### src/rtl/rx_rcst_ctrl.sv
// rx_rcst_ctrl: receive frame sequencer for the frame-reconstruct datapath.
// Tracks XGMII frame boundaries, emits the SFD pulse, latches the per-frame
// embed/CRC-replace decision and reports frame end, length and errors.
// Optional statistics counters are built when RX_RCST_STAT_EN is defined.
module rx_rcst_ctrl #(
  parameter int unsigned MAX_BYTES = 1536,
  parameter int unsigned MIN_BYTES = 64
) (
  input  logic        rx_clk,
  input  logic        rx_rst,
  input  logic        rx_clk_en_i,
  input  logic [31:0] tsu_cfg_i,
  input  logic [63:0] rxd_i,
  input  logic [7:0]  rxc_i,
  input  logic        ptp_info_vld_i,
  input  logic        is_ptp_message_i,
  input  logic [3:0]  ptp_messageType_i,
  output logic        get_sfd_pulse_o,
  output logic        frame_active_o,
  output logic        rpl_crc_o,
  output logic        frame_done_o,
  output logic        frame_err_o,
  output logic [13:0] byte_len_o
`ifdef RX_RCST_STAT_EN
  ,
  input  logic        stat_clr_i,
  output logic [31:0] rx_frm_cnt_o,
  output logic [31:0] rx_emb_cnt_o,
  output logic [15:0] rx_err_cnt_o
`endif
);

  localparam int unsigned CNT_W = 14;
  localparam logic [7:0] C_START = 8'hFB;
  localparam logic [7:0] C_TERM  = 8'hFD;
  localparam logic [7:0] C_IDLE  = 8'h07;
  localparam logic [7:0] C_SFD   = 8'hD5;
  localparam logic [CNT_W-1:0] MIN_L = CNT_W'(MIN_BYTES);
  localparam logic [CNT_W-1:0] MAX_L = CNT_W'(MAX_BYTES);

  typedef enum logic [1:0] {S_IDLE, S_PRE4, S_DATA, S_DRAIN} state_t;

  state_t           state, state_nxt;
  logic [CNT_W-1:0] byte_cnt, cnt_nxt, fin;
  logic             sfd_nxt, active_nxt, done_nxt, err_nxt, rpl_nxt;
  logic [CNT_W-1:0] len_nxt;

  logic             has_ctl, term_any, all_idle, start0, start4, embed;
  logic [2:0]       first_lane;
  logic [7:0]       first_char;
  logic             unused_cfg;

  // Saturating add of a small increment onto the byte counter
  function automatic logic [CNT_W-1:0] sat_add(input logic [CNT_W-1:0] a,
                                                input logic [3:0] b);
    logic [CNT_W:0] s;
    s = {1'b0, a} + (CNT_W+1)'(b);
    return s[CNT_W] ? '1 : s[CNT_W-1:0];
  endfunction

  assign unused_cfg = ^{tsu_cfg_i[31:6], tsu_cfg_i[4:0], ptp_messageType_i[2:0]};

  // Decode control characters of the current word; lowest control lane wins
  always_comb begin
    has_ctl    = |rxc_i;
    first_lane = '0;
    for (int n = 7; n >= 0; n--) begin
      if (rxc_i[n]) first_lane = 3'(n);
    end
    first_char = rxd_i[8*first_lane +: 8];
    term_any   = 1'b0;
    all_idle   = &rxc_i;
    for (int n = 0; n < 8; n++) begin
      if (rxc_i[n] && (rxd_i[8*n +: 8] == C_TERM)) term_any = 1'b1;
      if (rxd_i[8*n +: 8] != C_IDLE) all_idle = 1'b0;
    end
    start0 = rxc_i[0] && (rxd_i[7:0] == C_START);
    start4 = rxc_i[4] && (rxd_i[39:32] == C_START);
    embed  = tsu_cfg_i[5] & is_ptp_message_i & ~ptp_messageType_i[3];
  end

  // Next-state, counter and output decisions
  always_comb begin
    state_nxt  = state;
    cnt_nxt    = byte_cnt;
    fin        = '0;
    sfd_nxt    = 1'b0;
    active_nxt = 1'b0;
    done_nxt   = 1'b0;
    err_nxt    = 1'b0;
    len_nxt    = byte_len_o;
    rpl_nxt    = rpl_crc_o;
    case (state)
      S_IDLE: begin
        if (start0) begin
          state_nxt  = S_DATA;
          sfd_nxt    = 1'b1;
          active_nxt = 1'b1;
          cnt_nxt    = '0;
        end else if (start4) begin
          state_nxt = S_PRE4;
        end
      end
      S_PRE4: begin
        if ((rxc_i == 8'h00) && (rxd_i[31:24] == C_SFD)) begin
          state_nxt  = S_DATA;
          sfd_nxt    = 1'b1;
          active_nxt = 1'b1;
          cnt_nxt    = CNT_W'(4);
        end else begin
          state_nxt = S_IDLE;
          err_nxt   = 1'b1;
        end
      end
      S_DATA: begin
        if (!has_ctl) begin
          cnt_nxt    = sat_add(byte_cnt, 4'd8);
          active_nxt = 1'b1;
        end else if (first_char == C_TERM) begin
          fin        = sat_add(byte_cnt, {1'b0, first_lane});
          cnt_nxt    = fin;
          len_nxt    = fin;
          active_nxt = 1'b1;
          if ((fin < MIN_L) || (fin > MAX_L)) err_nxt = 1'b1;
          else done_nxt = 1'b1;
          // A Start in lane 4 behind an early Terminate opens the next frame
          if (start4 && (first_lane < 3'd4)) state_nxt = S_PRE4;
          else state_nxt = S_IDLE;
        end else if ((first_lane == 3'd0) && (first_char == C_START)) begin
          err_nxt    = 1'b1;
          sfd_nxt    = 1'b1;
          active_nxt = 1'b1;
          cnt_nxt    = '0;
          state_nxt  = S_DATA;
        end else if ((first_lane == 3'd4) && (first_char == C_START)) begin
          err_nxt   = 1'b1;
          state_nxt = S_PRE4;
        end else begin
          err_nxt   = 1'b1;
          state_nxt = S_DRAIN;
        end
      end
      S_DRAIN: begin
        if (term_any || all_idle) state_nxt = S_IDLE;
      end
      default: state_nxt = S_IDLE;
    endcase
    if (sfd_nxt) rpl_nxt = 1'b0;
    else if (err_nxt) rpl_nxt = 1'b0;
    else if ((state == S_DATA) && ptp_info_vld_i && embed) rpl_nxt = 1'b1;
  end

  // State and registered outputs; pulses drop while the clock is disqualified
  always_ff @(posedge rx_clk or posedge rx_rst) begin
    if (rx_rst) begin
      state           <= S_IDLE;
      byte_cnt        <= '0;
      get_sfd_pulse_o <= 1'b0;
      frame_active_o  <= 1'b0;
      rpl_crc_o       <= 1'b0;
      frame_done_o    <= 1'b0;
      frame_err_o     <= 1'b0;
      byte_len_o      <= '0;
    end else if (rx_clk_en_i) begin
      state           <= state_nxt;
      byte_cnt        <= cnt_nxt;
      get_sfd_pulse_o <= sfd_nxt;
      frame_active_o  <= active_nxt;
      rpl_crc_o       <= rpl_nxt;
      frame_done_o    <= done_nxt;
      frame_err_o     <= err_nxt;
      byte_len_o      <= len_nxt;
    end else begin
      get_sfd_pulse_o <= 1'b0;
      frame_done_o    <= 1'b0;
      frame_err_o     <= 1'b0;
    end
  end

`ifdef RX_RCST_STAT_EN
  // Saturating frame/embed/error statistics; clear wins over increment
  always_ff @(posedge rx_clk or posedge rx_rst) begin
    if (rx_rst) begin
      rx_frm_cnt_o <= '0;
      rx_emb_cnt_o <= '0;
      rx_err_cnt_o <= '0;
    end else if (rx_clk_en_i) begin
      if (stat_clr_i) begin
        rx_frm_cnt_o <= '0;
        rx_emb_cnt_o <= '0;
        rx_err_cnt_o <= '0;
      end else begin
        if (done_nxt && (rx_frm_cnt_o != '1)) rx_frm_cnt_o <= rx_frm_cnt_o + 32'd1;
        if (done_nxt && rpl_nxt && (rx_emb_cnt_o != '1)) rx_emb_cnt_o <= rx_emb_cnt_o + 32'd1;
        if (err_nxt && (rx_err_cnt_o != '1)) rx_err_cnt_o <= rx_err_cnt_o + 16'd1;
      end
    end
  end
`else
  // Statistics counters are not present in this build.
`endif

endmodule

### config.mk
export PLATFORM = sky130hd
export DESIGN_NAME = rx_rcst_ctrl
export DESIGN_NICKNAME = d
export VERILOG_FILES = /design/src/rtl/rx_rcst_ctrl.sv
export SDC_FILE = /design/constraint.sdc
export NUM_CORES = 1
export LEC_CHECK = 0
export ABC_AREA = 1
export CAP_MARGIN = 15
export CELL_PAD_IN_SITES_DETAIL_PLACEMENT = 0
export CELL_PAD_IN_SITES_GLOBAL_PLACEMENT = 1
export CORE_ASPECT_RATIO = 0.5
export CORE_UTILIZATION = 30
export DETAILED_ROUTE_END_ITERATION = 8
export GPL_ROUTABILITY_DRIVEN = 0
export HOLD_SLACK_MARGIN = 0.03
export PLACE_DENSITY = 0.9
export SLEW_MARGIN = 25
export SYNTH_ARGS = -nofsm -noshare
export SYNTH_HDL_FRONTEND = slang
export SYNTH_SLANG_ARGS = --single-unit
### constraint.sdc
create_clock -name rx_clk -period 3.2 [get_ports rx_clk]
set_input_delay 0.64 -clock rx_clk [delete_from_list [all_inputs] [get_ports rx_clk]]
set_output_delay 0.64 -clock rx_clk [all_outputs]
set_load 0.05 [all_outputs]
* Word level (Yosys, flattened, before mapping) *
Index checks and enable logic that the tools add are counted.
Widths: inputs -> output; s select.

operators by class
  $add $sub $neg = 2
  $lt $le $gt $ge = 3
  equal/unequal tests = 31
  shifts and indexed selects = 1
  mux-type cells = 66
  bitwise logic cells = 3
  reduce and logical (&&, ||, !) cells = 29

operator list
  kind                   number
  $eq 8x8->1 const B     13
  $mux 14                7
  $ne 8x3->1 const B     8
  $shiftx 64x7->8        1
  $pmux 14 s3            1
  $mux 1                 38
  $mux 3                 8
  $logic_and 1x1->1      16
  $mux 2                 8
  $add 14x3->15          1
  $add 14x4->15 const B  1
  $gt 14x11->1 const B   1
  $lt 14x7->1 const B    1
  $logic_not 8->1        1
  $ne 2x2->1 const B     4
  $pmux 2 s4             1
  $reduce_and 4->1       2
  $reduce_and 8->1       1
  $reduce_or 8->1        1
  $pmux 1 s3             2
  $reduce_bool 3->1      2
  $reduce_and 5->1       1
  $eq 2x2->1 const B     2
  $ne 4x4->1 const B     1
  other kinds (11)       13

word-level totals
  register bits = 35
  input bits = 113
  output and inout bits = 19
  word-level logic and storage cells = 143

* Depth between registers and ports, before layout *
  word-level depth = 18
  mapped depth = 24
  depth with buffers taken out = 24

* Least setup slack after synthesis *
No wires, ideal clock.

  path type = input -> register
  start point = input rxc_i[6]
  end point = register rpl_crc_o
  library setup time = 121 ps
  arrival = 2981 ps
  required time = 3079 ps
  slack = 98 ps
  stages on the path = 21
  buffers on the path = 0
  path through = inv_1 > nand2_1 > nand2_1 > nand2_1 > nand2_1 > nand2_2 > nand2_4 > nand2_4 > inv_2 > ha_1 > fa_1 > a21oi_1 > inv_1 > o21ai_0 > nand3_1 > nor3_1 > nor2_1 > nand3_1 > nand2_1 > a21oi_1 > nor2_1

on the way
  longest elaborated chain between the ends = 17
  elaborated cells between the ends (all ways) = 34
  classes of those cells = 1 x add/sub; 2 x order compare; 2 x eq/ne; 1 x shift; 20 x mux; 8 x reduce/logical

ends and longest elaborated chain
  item                                                          line  RTL
  start: declaration                                            14    input logic [7:0] rxc_i,
  $mux 3 (7 in series)                                          68    if (rxc_i[n]) first_lane = 3'(n);
  $add 14x3->15                                                 57    s = {1'b0, a} + (CNT_W+1)'(b);
  $mux 14                                                       58    return s[CNT_W] ? '1 : s[CNT_W-1:0];
  $lt 14x7->1 / $gt 14x11->1 (equally long branches)            124   if ((fin < MIN_L) || (fin > MAX_L)) err_nxt = 1'b1;
  $logic_or 1x1->1                                              124
  $mux 1                                                        124
  $mux 1                                                        119   end else if (first_char == C_TERM) begin
  $mux 1                                                        116   if (!has_ctl) begin
  $pmux 1 s2                                                    93    case (state)
  $reduce_bool 3->1 (no line) / $mux 1 (equally long branches)  n/a
  $reduce_and 2->1 (no line) / $mux 1 (equally long branches)   n/a
  end signal: assignment                                        169   rpl_crc_o <= rpl_nxt;
  end: declaration                                              20    output logic rpl_crc_o,

Parallel ways exist; a longest one is shown, timed or not.
A chain may end at the register's enable or synchronous reset.

* Worst setup path in the final report *
  start point = input rxc_i[4]
  end point = register rpl_crc_o

on the way
  longest elaborated chain between the ends = 15
  elaborated cells between the ends (all ways) = 32
  classes of those cells = 1 x add/sub; 2 x order compare; 2 x eq/ne; 1 x shift; 18 x mux; 8 x reduce/logical

ends and longest elaborated chain
  item                                                          line
  $mux 3 (5 in series)                                          68
  $add 14x3->15                                                 57
  $mux 14                                                       58
  $lt 14x7->1 / $gt 14x11->1 (equally long branches)            124
  $logic_or 1x1->1                                              124
  $mux 1                                                        124
  $mux 1                                                        119
  $mux 1                                                        116
  $pmux 1 s2                                                    93
  $reduce_bool 3->1 (no line) / $mux 1 (equally long branches)  n/a
  $reduce_and 2->1 (no line) / $mux 1 (equally long branches)   n/a

Parallel ways exist; a longest one is shown, timed or not.

==> run metrics <==
run status finished, final reports clean; Crit. End Element flop; post-synth top area share roughly a quarter; max-slew violations 0; share of cells above drive strength 1 roughly a fifth; post-place setup slack -0.564 ns; switching part of the total about two fifths; Final min period approximately 3 ns; final period utilization 94.2%; Wirelength per Cell between 10 and 15 um; sequential-to-total area share from yosys stat 24.4%; first-pass GRT wire length roughly 21,000 um; PnR worst setup slack roughly 0.19 ns; Post-synth EDFFs 0; Final nets approximately 870; clock latency on the worst-skew pair about 0.28 ns; Pwr Density approximately 380 nW/um^2; Layout Cells excl Fill ~910; CTS tree built; DRC Markers 0; Multi-input gate area ~2500 sq um; worst hold path class flop to flop; ant diodes 0; area grow syn2layout 55.4%; Pint between 1 and 1.5 mW; Core Area about 11,000 sq um; initial core utilization approximately a third; P_sw about 840 uW; Reg clk slew, reported paths roughly 0.060 ns; maximum buffer depth of the clock tree 2; Peak VDD IR around 0.25 mV; DIE HEIGHT just under 80 um; total negative slack 0 ns; Tot Pwr between 2 and 2.5 mW; sequential share of power between 20% and 30%; vias in the first global route between 4,000 and 5,000; Post-DP Area between 5000 and 6000 sq um; DRT antenna net count 0; Startpoint Class input port; Post-Syn Area ~3600 sq um; achievable frequency about 0.33 GHz; DRT Wirelength 12,800 um; YS warnings 0; Rel. slew slack about three fifths; All-Layer GR Usage between 20% and 30%; setup violators final 0; starting DRC count in detailed routing about 320; Layout Skew between 0.004 and 0.005 ns; clock sink count 35; grt total ovfl 0; Slew @ Worst Pin 0.566 ns; Fillers approximately 1,100; cell taking the most area after synthesis dfrtp_1; FP Rows 27; vias per inst 4.96; die area around 12,000 sq um; fin util between 40% and 50%; Yosys cell types 41; clock network power share between 20 and 30%; final instance area 5590 sq um; CTS Buf Count 5; Ports ~130; Vias about 4,500; Main synth FF type dfrtp_1; Crit Path Class input port to flop; WP data required around 3.4 ns; Syn Nets 706; tightest hold margin approximately 0.48 ns; initial antenna violation count 0; largest cells by area after synthesis dfrtp_1 (24%), nand2_1 (19%), nand3_1 (10%), inv_1 (7.4%), nor2_1 (4.0%); Gate Count Post-Synth just under 600; Seq cells post-synth 35; Synth Area per Inst roughly 6 sq um; Clock Root Buffer clkbuf_16; dpl cells ~890; Fin. Hold Viols 0; detailed placement HPWL 9800 um; Crit Path Max Fanout 6; MaxCap Viol Count 0; Sequential Area 876 sq um; pin count of the biggest net entering global routing 36; die width between 150 and 200 um; CP arrival around 3.2 ns; Pre-antenna DRT Iters 5; IO Port Bufs between 90 and 100; fraction of registers with async set/reset 100%; combinational share of power 49.1%; Pleak 2.65 nW; CTS H-Tree Depth 2
[critical path: stages]
cell and delay (ns):
dlygate4sd2_1 0.22, inv_2 0.04, nand2_1 0.07, nand2_1 0.07
nand2_2 0.08, nand2_4 0.06, nand2_4 0.05, inv_2 0.04
ha_4 0.15, fa_2 0.34, a21oi_2 0.18, buf_6 0.15
nor2_4 0.06, inv_4 0.10, nand3_2 0.09, inv_2 0.09
nand3_4 0.09, o31ai_4 0.27, nand3_2 0.15, nand2_2 0.09
a21oi_2 0.06, nor2_1 0.11
[power by group through the flow]
stage / combinational (mW) / clock (mW) / sequential (mW)
after detailed placement: 1.02 / 0 / 0.515
after CTS: 1.03 / 0.587 / 0.509
after global placement: 1.01 / 0 / 0.513
final: 1.05 / 0.578 / 0.509
after floorplan: 0.530 / 0 / 0.563
after global routing: 1.14 / 0.610 / 0.513
[metal layers]
| layer | vias to the layer above | part of all wire [%] | track usage [%] |
|---|---|---|---|
| li1 | 2252 | - | - |
| met1 | 2069 | 46 | 28.3 |
| met2 | 149 | 46 | 35.9 |
| met3 | 19 | 6.7 | 2.88 |
| met4 | 0 | 1.2 | 4.51 |
| met5 | - | 0 | 0 |
[cells by family after synthesis]
logic type               share of synthesized area [%]
XOR/XNOR                                          2.44
adder cells (fa/ha/maj)                           4.04
buffers and inverters                             11.0
flip-flops                                        24.4
AND/OR/NAND/NOR                                   47.3
AO/OA/AOI/OAI                                     10.9
[layout make-up]
class	count	area share, %
Clock inverter	2	0.627
Tap cell	159	3.56
Inverter	82	5.60
Sequential cell	35	15.7
Multi-Input combinational cell	452	44.3
Timing Repair Buffer	169	27.7
Clock buffer	6	2.49
[state kept, by name, summed over array words and instances, names as in the netlist]
signal and flops:
get_sfd_pulse_o 1, state 2, byte_cnt 14, frame_active_o 1, frame_err_o 1, rpl_crc_o 1
frame_done_o 1, byte_len_o 14
[repair_timing]
item,CTS,global route
hold endpoints to repair,0,0
buffers inserted,1,4
endpoints found under the setup margin,3,4
resized for setup,28,30
pin swaps,6,17
hold buffers,0,0
[worst paths after layout]
path | slack (ns) | depth (start not counted) | startpoint | to
hold / removal | 0.48 | 2 | byte_len_o[11]$_DFFE_PP0P_ | byte_len_o[11]$_DFFE_PP0P_
max in group asynchronous | 2.11 | 3 | rx_rst | byte_cnt[5]$_DFFE_PP0P_
setup / recovery | 0.19 | 22 | rxc_i[4] | rpl_crc_o$_DFFE_PP0P_
hold reg to reg | 0.48 | 2 | byte_len_o[11]$_DFFE_PP0P_ | byte_len_o[11]$_DFFE_PP0P_
min in group asynchronous | 0.77 | 3 | rx_rst | byte_len_o[2]$_DFFE_PP0P_
setup reg to reg | 0.61 | 13 | byte_cnt[5]$_DFFE_PP0P_ | rpl_crc_o$_DFFE_PP0P_
[placed cells by master (no fill, tap or decap), types with 4 or more instances in the layout]
cell / instances
nor3_1: 14
inv_1: 67
nand3_1: 71
clkdlybuf4s50_1: 89
nor4_1: 15
inv_2: 12
ha_1: 8
nand2_1: 174
o21ai_2: 5
xor2_1: 10
nand2_2: 8
nand3_2: 8
o21ai_1: 11
clkbuf_16: 5
nand4_1: 19
nor2_2: 7
nor2_1: 32
o21ai_0: 9
buf_4: 66
nor2_4: 7
a21oi_1: 16
dfrtp_1: 35
nor3_2: 4
[cell usage after synthesis, types with 10 or more instances]
cell type	instances
ha_1	10
nand2_1	179
nand4_1	19
dfrtp_1	35
inv_2	10
o21ai_0	10
inv_1	71
nor3_1	16
o21ai_1	11
nor2_1	38
nand3_1	75
nor4_1	15
xor2_1	10
a21oi_1	19
No activity file was read; power rests on OpenSTA's default activity.
